--- config.mk ---
export PLATFORM = sky130hd
export DESIGN_NAME = tmds_decoder_flat
export DESIGN_NICKNAME = d
export VERILOG_FILES = /design/src/rtl/tmds_decoder_if.sv /design/src/rtl/tmds_decoder.sv /design/src/flat_wrapper.sv
export SDC_FILE = /design/constraint.sdc
export NUM_CORES = 1
export LEC_CHECK = 0
export CORE_MARGIN = 2
export CORE_UTILIZATION = 55
export DETAILED_ROUTE_END_ITERATION = 8
export HOLD_SLACK_MARGIN = 0.05
export PLACE_DENSITY_LB_ADDON = 0.05
export SETUP_SLACK_MARGIN = 0.5
export SLEW_MARGIN = 10
export SYNTH_ARGS = -nofsm -noshare
export SYNTH_HDL_FRONTEND = slang
export SYNTH_SLANG_ARGS = --single-unit
--- constraint.sdc ---
create_clock -name PCK -period 2.6 [get_ports PCK]
set_clock_uncertainty 0.2 [all_clocks]
set_input_delay 0.52 -clock PCK [delete_from_list [all_inputs] [get_ports PCK]]
set_output_delay 0.52 -clock PCK [all_outputs]
set_load 0.03 [all_outputs]
--- src/rtl/tmds_decoder_if.sv ---
// Signal bundle between a channel deserializer and its TMDS decoder.
// The deserializer side drives RAW; the decoder drives everything else.
interface tmds_decoder_if;
    logic [9:0] RAW;
    logic [7:0] DATA;
    logic [1:0] C;
    logic       DE;
    logic       LOCKED;
    logic [3:0] OFFSET;

    modport master (output RAW, input DATA, C, DE, LOCKED, OFFSET);
    modport slave  (input RAW, output DATA, C, DE, LOCKED, OFFSET);
endinterface

--- src/rtl/tmds_decoder.sv ---
// Single-channel TMDS receive decoder: finds the 10-bit symbol boundary from
// control-token runs during blanking, then decodes aligned symbols.
module tmds_decoder #(
    parameter int CTRL_RUN   = 8,
    parameter int SEARCH_WIN = 4096
) (
    input  logic          PCK,
    input  logic          RST,
    tmds_decoder_if.slave bus
);

    typedef enum logic {S_SEARCH = 1'b0, S_LOCK = 1'b1} state_t;

    localparam logic [7:0]  RUN_MAX  = 8'(CTRL_RUN);
    localparam logic [7:0]  RUN_LAST = 8'(CTRL_RUN - 1);
    localparam logic [15:0] WIN_LAST = 16'(SEARCH_WIN - 1);

    state_t      state_q, state_d;
    logic [9:0]  r0_q, r0_d, r1_q, r1_d, a_q, a_d;
    logic [7:0]  run_q, run_d;
    logic [15:0] cnt_q, cnt_d;
    logic [3:0]  off_q, off_d;
    logic [7:0]  data_q, data_d;
    logic [1:0]  c_q, c_d;
    logic        de_q, de_d;

    logic        tok;
    logic [1:0]  tok_code;
    logic [7:0]  d_raw, dec_byte;
    logic [3:0]  off_next;
    logic        run_hit, win_hit;

    // Token match and TMDS data decode of the registered aligned word.
    always_comb begin
        // NOTE: every combinational output gets a default first so no path leaves it unassigned (no latch).
        tok      = 1'b0;
        tok_code = 2'b00;
        dec_byte = 8'h00;
        case (a_q)
            10'h354: begin tok = 1'b1; tok_code = 2'b00; end
            10'h0AB: begin tok = 1'b1; tok_code = 2'b01; end
            10'h154: begin tok = 1'b1; tok_code = 2'b10; end
            10'h2AB: begin tok = 1'b1; tok_code = 2'b11; end
            default: ;
        endcase
        d_raw       = a_q[9] ? ~a_q[7:0] : a_q[7:0];
        dec_byte[0] = d_raw[0];
        for (int i = 1; i < 8; i++) begin
            dec_byte[i] = a_q[8] ? (d_raw[i] ^ d_raw[i-1]) : ~(d_raw[i] ^ d_raw[i-1]);
        end
    end

    // Alignment FSM, counters and output formation.
    always_comb begin
        r0_d     = bus.RAW;
        r1_d     = r0_q;
        // The older word sits in the low half so bit order stays continuous across the seam.
        a_d      = 10'({r0_q, r1_q} >> off_q);
        off_next = (off_q == 4'd9) ? 4'd0 : off_q + 4'd1;
        run_hit  = tok && (run_q >= RUN_LAST);
        win_hit  = (cnt_q == WIN_LAST);

        state_d = state_q;
        run_d   = run_q;
        cnt_d   = cnt_q;
        off_d   = off_q;
        data_d  = 8'h00;
        c_d     = 2'b00;
        de_d    = 1'b0;

        case (state_q)
            S_SEARCH: begin
                if (run_hit) begin
                    state_d = S_LOCK;
                    run_d   = 8'd0;
                    cnt_d   = 16'd0;
                end else if (win_hit) begin
                    off_d = off_next;
                    run_d = 8'd0;
                    cnt_d = 16'd0;
                end else begin
                    run_d = !tok ? 8'd0 : (run_q == RUN_MAX) ? run_q : run_q + 8'd1;
                    cnt_d = cnt_q + 16'd1;
                end
            end
            S_LOCK: begin
                if (tok) begin
                    cnt_d = 16'd0;
                    c_d   = tok_code;
                end else if (win_hit) begin
                    state_d = S_SEARCH;
                    off_d   = off_next;
                    run_d   = 8'd0;
                    cnt_d   = 16'd0;
                end else begin
                    cnt_d  = cnt_q + 16'd1;
                    de_d   = 1'b1;
                    data_d = dec_byte;
                    c_d    = c_q;
                end
            end
        endcase
    end

    always_ff @(posedge PCK or negedge RST) begin
        if (!RST) begin
            state_q <= S_SEARCH;
            r0_q    <= '0;
            r1_q    <= '0;
            a_q     <= '0;
            run_q   <= '0;
            cnt_q   <= '0;
            off_q   <= '0;
            data_q  <= '0;
            c_q     <= '0;
            de_q    <= 1'b0;
        end else begin
            // NOTE: non-blocking so every flop samples pre-edge values, independent of statement order.
            state_q <= state_d;
            r0_q    <= r0_d;
            r1_q    <= r1_d;
            a_q     <= a_d;
            run_q   <= run_d;
            cnt_q   <= cnt_d;
            off_q   <= off_d;
            data_q  <= data_d;
            c_q     <= c_d;
            de_q    <= de_d;
        end
    end

    assign bus.DATA   = data_q;
    assign bus.C      = c_q;
    assign bus.DE     = de_q;
    assign bus.LOCKED = (state_q == S_LOCK);
    assign bus.OFFSET = off_q;

endmodule

--- src/flat_wrapper.sv ---
// flat-port wrapper written by rule: the top's interface ports become plain ports
module tmds_decoder_flat 
#(
    parameter int CTRL_RUN   = 8,
    parameter int SEARCH_WIN = 4096
)
  (PCK, RST, bus_RAW, bus_DATA, bus_C, bus_DE, bus_LOCKED, bus_OFFSET);
  tmds_decoder_if bus_i ();
  input  logic PCK;
  input  logic RST;
  input wire logic [$bits(bus_i.RAW)-1:0] bus_RAW;
  output wire logic [$bits(bus_i.DATA)-1:0] bus_DATA;
  output wire logic [$bits(bus_i.C)-1:0] bus_C;
  output wire logic [$bits(bus_i.DE)-1:0] bus_DE;
  output wire logic [$bits(bus_i.LOCKED)-1:0] bus_LOCKED;
  output wire logic [$bits(bus_i.OFFSET)-1:0] bus_OFFSET;
  assign bus_i.RAW = bus_RAW;
  assign bus_DATA = bus_i.DATA;
  assign bus_C = bus_i.C;
  assign bus_DE = bus_i.DE;
  assign bus_LOCKED = bus_i.LOCKED;
  assign bus_OFFSET = bus_i.OFFSET;
  tmds_decoder #(.CTRL_RUN(CTRL_RUN), .SEARCH_WIN(SEARCH_WIN)) u_core (.PCK(PCK), .RST(RST), .bus(bus_i));
endmodule
== Word level (Yosys, flattened, before mapping) ==
Index checks and enable logic that the tools add are counted.

* Bits in registers: 70
* Bits of input ports: 12
* Output and inout port bits: 16
* Logic and storage cells: 85

* Add/subtract/negate cells: 3
* $lt $le $gt $ge: 1
* Equal/unequal tests: 12
* Shifts and indexed selects: 1
* Muxes and demuxes: 38
* Bitwise gates (word level): 16
* Reductions and logical operators: 4

{| class="wikitable"
|+ Operators by type and width
! cell !! number
|-
| 8-bit 2-to-1 mux || 10
|-
| 16-bit 2-to-1 mux || 3
|-
| 16-bit case mux with 2 select lines || 1
|-
| 10-bit == test (second input constant) || 2
|-
| 20-bit by 4-bit >> shifter with 10-bit output || 1
|-
| 16-bit by 1-bit adder with 16-bit output (second input constant) || 1
|-
| 16-bit by 12-bit == test with 1-bit output (second input constant) || 1
|-
| 4-bit 2-to-1 mux || 4
|-
| 8-bit case mux with 2 select lines || 1
|-
| 1-bit 2-to-1 mux || 13
|-
| 10-bit by 8-bit == test with 1-bit output (second input constant) || 1
|-
| 10-bit by 9-bit == test with 1-bit output (second input constant) || 1
|-
| 8-bit by 1-bit adder with 8-bit output (second input constant) || 1
|-
| 8-bit by 4-bit == test with 1-bit output (second input constant) || 1
|-
| 8-bit by 3-bit >= comparator with 1-bit output (second input constant) || 1
|-
| 1-bit inverter || 8
|-
| 8-bit inverter || 1
|-
| 4-bit case mux with 2 select lines || 1
|-
| 1-bit bitwise XOR || 7
|-
| 2-bit 2-to-1 mux || 3
|-
| 2-bit != test (second input constant) || 3
|-
| 2-bit case mux with 3 select lines || 1
|-
| 5-bit != test (second input constant) || 1
|-
| 4-bit by 1-bit adder with 4-bit output (second input constant) || 1
|-
| other kinds (7) || 7
|}

== Depth between registers and ports, before layout ==
* Word-level depth: 8
* Gate-level depth with buffers: 8
* Depth with buffers taken out: 6

== Least setup slack after synthesis ==
Ideal clock, no wire load.

* Path type: reg-to-reg
* Start point: reg u_core.off_q[0] (netlist: u_core.bus.OFFSET[0])
* End point: reg u_core.a_q[5]
* Setup time: 0.138 ns
* Arrival time: 1.900 ns
* Required time: 2.262 ns
* Slack: 0.361 ns
* Cell stages (with the launch flop): 7
* Path buffers: 3
* Period minus slack after synthesis: 2.239 ns
* Cell sequence: dfrtp_1 > buf_2 > buf_4 > buf_6 > mux2i_1 > mux2i_1 > mux4_2

* Cells in the longest elaborated chain, start to end: 1

{| class="wikitable"
|+ RTL lines
! item !! RTL line !! source
|-
| from (decl) || tmds_decoder.sv:22 || <nowiki>logic [3:0] off_q, off_d;</nowiki>
|-
| from (signal assigned) || tmds_decoder.sv:113 || <nowiki>off_q <= '0;</nowiki>
|-
| from (signal assigned) || tmds_decoder.sv:125 || <nowiki>off_q <= off_d;</nowiki>
|-
| 20-bit by 4-bit >> shifter with 10-bit output || tmds_decoder.sv:58 || <nowiki>a_d = 10'({r0_q, r1_q} >> off_q);</nowiki>
|-
| named net u_core.a_d[5] || tmds_decoder.sv:19 || <nowiki>logic [9:0] r0_q, r0_d, r1_q, r1_d, a_q, a_d;</nowiki>
|-
| to (signal assigned) || tmds_decoder.sv:110 || <nowiki>a_q <= '0;</nowiki>
|-
| to (signal assigned) || tmds_decoder.sv:122 || <nowiki>a_q <= a_d;</nowiki>
|-
| to (decl) || tmds_decoder.sv:19 ||
|}

The timed path passes the listed nets, and every way through them passes these cells.
A chain may end at the register's enable or synchronous reset.

== Final worst setup path ==
* Start point: reg u_core.run_q[1]
* End point: reg u_core.run_q[3]

* Cells in the longest elaborated chain, start to end: 6
* Elaborated cells between the ends (all ways): 11
* Classes of those cells: 1 x add/sub; 1 x order compare; 2 x eq/ne; 5 x mux; 2 x reduce/logical

{| class="wikitable"
|+ RTL lines
! item !! RTL line !! source
|-
| from (decl) || tmds_decoder.sv:20 || <nowiki>logic [7:0] run_q, run_d;</nowiki>
|-
| from (signal assigned) || tmds_decoder.sv:123 || <nowiki>run_q <= run_d;</nowiki>
|-
| 8-bit by 1-bit adder with 8-bit output || tmds_decoder.sv:82 || <nowiki>run_d = !tok ? 8'd0 : (run_q == RUN_MAX) ? run_q : run_q + 8'd1;</nowiki>
|-
| 8-bit 2-to-1 mux (2 in a row) || tmds_decoder.sv:82 ||
|-
| 8-bit 2-to-1 mux || tmds_decoder.sv:77 || <nowiki>end else if (win_hit) begin</nowiki>
|-
| 8-bit 2-to-1 mux || tmds_decoder.sv:73 || <nowiki>if (run_hit) begin</nowiki>
|-
| 8-bit case mux with 2 select lines || tmds_decoder.sv:71 || <nowiki>case (state_q)</nowiki>
|}

Several ways; a longest one is shown, not always the timed one. The select of a mux whose other input is x is not followed.

==> Implementation_results.wiki <==
{| class="wikitable"
! Metric !! Value
|-
| Final standard cell area without fillers || 4250 um2
|-
| Capture instance of the worst register-to-register path || u_core.run_q[3]
|-
| Number of buffer cells added on primary ports || 27
|-
| Count of TritonRoute iterations in the first routing pass || 4
|-
| Cell Chain, Critical Path || ha_2 > a2111o_1 > nor4_4 > buf_4 > buf_4 > nand3b_1 > o2bb2ai_2
|-
| Count of routing violations after the opening detailed-route iteration || 84
|-
| Clock root buffer master || sky130_fd_sc_hd__clkbuf_8
|-
| Final hold slack || 0.200 ns
|-
| Number of cells traversed by the worst hold path || 0
|-
| H-tree lvl count || 3
|-
| Number of nets produced by synthesis || 305
|-
| Core Region || 5990 um2
|-
| Die Span Y || 83.2 um
|-
| Antenna diode count || 0
|-
| Launching point of the worst reg2reg path || u_core.run_q[1]
|-
| Final cycle utilization of the critical path || 0.796
|-
| Average wire length per cell after detail routing || 15.7 um
|-
| Power density normalized to cell area || 498 nW/um2
|-
| Slew headroom || 0.685
|-
| Final routed wirelength across all metal layers || 6710 um
|-
| Max-slew violations || 0
|-
| Hold Path End || u_core.r1_q[7]
|-
| Number of buffer and inverter instances along the worst setup path || 2
|-
| Status || finished, final reports clean
|-
| Detailed placer's ending HPWL || 4240 um
|-
| Worst hold start || u_core.r0_q[7]
|-
| Instance area after placement || 3810 um2
|-
| Antenna violations before repair || 0
|-
| Comb power frac || 0.058
|-
| Crit path max-delay family || compound AO/OA/AOI/OAI gates
|-
| Starting density of the core || 0.575
|-
| Slew of the pin with the lowest slew margin || 0.469 ns
|-
| Via count of the first global-routing pass || 2228
|-
| Net switching share of the total power || 0.234
|-
| Number of buffers created by CTS || 9
|-
| Last weighted congestion value of the routability-driven placer || 0.848
|-
| Arrival time at the worst endpoint || 2.15 ns
|-
| Clock sink count || 70
|-
| Capturing element type of the critical path || flop
|-
| I/O pin total || 28
|-
| DRC violation count after routing || 0
|-
| Standby leakage power || 0.00186 uW
|-
| Number of flops mapped to enable cells by yosys || 0
|-
| Total track usage || 0.198
|-
| Fraction of post-synthesis cell area in the top cell type by area || 0.508
|-
| Setup slack, reg-to-reg || 0.53 ns
|-
| Post-Syn Area || 3450 um2
|-
| Smallest setup slack after layout || 0.529 ns
|-
| Most common flop cell mapped by yosys || sky130_fd_sc_hd__dfrtp_1
|-
| Synth warnings || 0
|-
| TritonCTS clock tree || yes
|-
| Largest stage delay on the critical path || 0.41 ns
|-
| Clock group share of total power || 0.404
|-
| Final Hold Vio Count || 0
|-
| Top cells by area in the synthesized netlist || sky130_fd_sc_hd__dfrtp_1 (51%), sky130_fd_sc_hd__mux4_2 (7.8%), sky130_fd_sc_hd__xnor2_1 (4.3%), sky130_fd_sc_hd__nor2_1 (4.0%), sky130_fd_sc_hd__mux2i_1 (2.6%)
|-
| Cell type of the slowest stage on the worst timing path || sky130_fd_sc_hd__a2111o_1
|-
| Setup Viol. Count Final || 0
|-
| Worst setup path class || reg2reg
|-
| Total negative slack for setup checks || 0 ns
|-
| Path class of the lowest-slack min-delay path || reg2reg
|-
| Net Switching || 495 uW
|-
| Row count || 28
|-
| CP required || 2.68 ns
|-
| Pin count of the biggest net entering global routing || 71
|-
| Post-synthesis register bit count || 70
|-
| Post-Place Setup Slack || 0.308 ns
|-
| Most common cell in the netlist || sky130_fd_sc_hd__dfrtp_1
|-
| Overall die area || 6920 um2
|-
| Number of vias per cell after detailed routing || 5.75
|-
| Commonest cells in the netlist || sky130_fd_sc_hd__dfrtp_1 (70), sky130_fd_sc_hd__nor2_1 (37), sky130_fd_sc_hd__nand2_1 (17), sky130_fd_sc_hd__xnor2_1 (17), sky130_fd_sc_hd__mux4_2 (12)
|-
| Number of distinct library cell variants in the gate-level netlist after synthesis || 54
|-
| Sum of overflow across all layers after global routing || 0
|-
| Wire length of the first global-routing pass || 10900 um
|-
| Number of max-cap violations || 0
|-
| Overall Power || 2110 uW
|-
| Min Clock Period, post-route || 2.07 ns
|-
| Count of nets after finishing || 361
|-
| RSZ-0062 raised after global routing || true
|-
| Proportion of power drawn by flip-flops and latches || 0.539
|-
| CP dominant cell by count || sky130_fd_sc_hd__buf_4
|-
| Sequential-to-total area share from yosys stat || 0.508
|-
| Startpoint Class || flop
|-
| Syn Inst Count || 290
|-
| Worst-case vdd ir drop || 0.389 mV
|-
| Internal || 1620 uW
|-
| Antenna-violating nets left || 0
|-
| Share of final-layout standard cells stronger than drive strength 1 || 0.271
|-
| Average size of a mapped cell || 11.9 um2
|-
| Largest driver fanout on the critical path || 3
|-
| Maximum number of buffers from clock root to sink || 2
|-
| R2R cell count || 7
|-
| Ys async rst share || 1.00
|-
| Width of the die || 83.2 um
|-
| Synthesis-to-finish area growth || 23.2%
|-
| CTS clock-pin slew for the worst setup and hold paths || 0.09 ns
|-
| Via total after detailed routing || 2448
|-
| Fmax || 0.483 GHz
|-
| Insertion delay of the later-clocked pin in the worst-skew pair || 0.35 ns
|-
| Largest area contributor in the netlist || sky130_fd_sc_hd__dfrtp_1
|}
cell families after synthesis:
family / Yosys count / share of synthesized area
and+or+nand+nor: 106 / 0.176
DFF: 70 / 0.508
AOI/OAI and AO/OA: 37 / 0.0799
muxes: 28 / 0.127
xor gates and xnor gates: 27 / 0.0686
buffers and inverters: 19 / 0.0290
adders and majority gates: 3 / 0.0109
sequential cells by signal, indices dropped and copies added (netlist names):
name / cells
u_core.r1_q: 10
u_core.bus.OFFSET: 4
u_core.a_q: 10
u_core.bus.LOCKED: 1
u_core.r0_q: 10
u_core.bus.C: 2
u_core.bus.DE: 1
u_core.bus.DATA: 8
u_core.cnt_q: 16
u_core.run_q: 8
cell type report:
type,instances,area (um2)
multi-input cells,202,1680
well taps,75,93.8
fillers,425,1740
repair buffers,56,497
inverters,7,26.3
clock buffers,10,128
clock inverters,6,62.6
flip-flops and latches,70,1760
power by group through the flow:
| stage | combinational [uW] | sequential (uW) | clock, uW |
|---|---|---|---|
| after floorplan | 70.5 | 1150 | 0 |
| after global placement | 116 | 1160 | 0 |
| after detailed placement | 117 | 1160 | 0 |
| after CTS | 119 | 1140 | 862 |
| after global routing | 136 | 1140 | 920 |
| final | 122 | 1140 | 853 |
stage by stage:
step,util,std cells
6_report,0.709,426
5_1_grt,0.709,426
4_1_cts,0.686,415
3_5_place_dp,0.637,389
3_3_place_gp,0.637,389
2_1_floorplan,-,290
per-layer routing:
metal	global-route usage	routed length, um	vias up
met1	0.278	3030	1197
li1	-	-	1152
met2	0.300	3280	84
met4	0.0969	138	0
met5	0	0	-
met3	0.0328	269	15
worst max-delay path by stage:
| stage | startpoint | to | cells past startpoint |
|---|---|---|---|
| floorplan | u_core.run_q[0] | u_core.bus.OFFSET[3] | 6 |
| global placement | u_core.run_q[0] | u_core.bus.OFFSET[3] | 6 |
| detailed placement | u_core.run_q[0] | u_core.bus.OFFSET[3] | 6 |
| CTS | u_core.a_q[5] | u_core.bus.DATA[4] | 5 |
| global route | u_core.run_q[1] | u_core.run_q[1] | 7 |
| finish | u_core.run_q[1] | u_core.run_q[3] | 7 |
layout by cell type (no fill, tap or decap), types with 3 or more instances in the layout:
cell,netlist,layout
sky130_fd_sc_hd__nand4_1,5,5
sky130_fd_sc_hd__and3_1,3,3
sky130_fd_sc_hd__xnor2_1,17,17
sky130_fd_sc_hd__clkbuf_8,0,9
sky130_fd_sc_hd__dlygate4sd2_1,0,5
sky130_fd_sc_hd__clkinvlp_4,0,3
sky130_fd_sc_hd__a21oi_1,8,8
sky130_fd_sc_hd__xor2_1,10,10
sky130_fd_sc_hd__nor4_2,2,3
sky130_fd_sc_hd__dfrtp_2,0,4
sky130_fd_sc_hd__o21ai_0,4,4
sky130_fd_sc_hd__mux2_2,7,7
sky130_fd_sc_hd__mux4_2,12,12
sky130_fd_sc_hd__and2_1,7,7
sky130_fd_sc_hd__nand4bb_1,4,4
sky130_fd_sc_hd__nor2_1,37,34
sky130_fd_sc_hd__a31o_2,3,3
sky130_fd_sc_hd__inv_1,6,6
sky130_fd_sc_hd__buf_4,1,27
sky130_fd_sc_hd__clkdlybuf4s50_1,0,19
sky130_fd_sc_hd__nand3_1,10,9
sky130_fd_sc_hd__nand2_1,17,17
sky130_fd_sc_hd__mux2i_1,9,9
sky130_fd_sc_hd__a21o_1,3,3
sky130_fd_sc_hd__dfrtp_1,70,65
sky130_fd_sc_hd__nor2_2,0,3
sky130_fd_sc_hd__nand2b_4,2,3
repair_timing:
item / CTS / global route
buffers inserted: 8 / 11
gates resized for setup: 12 / 14
pin swaps: 9 / 5
hold buffers: 1 / 0
gates cloned: 1 / 0
setup endpoints to repair: 27 / 45
endpoints found under the hold margin: 70 / 0
No activity file was read; power rests on OpenSTA's default activity.
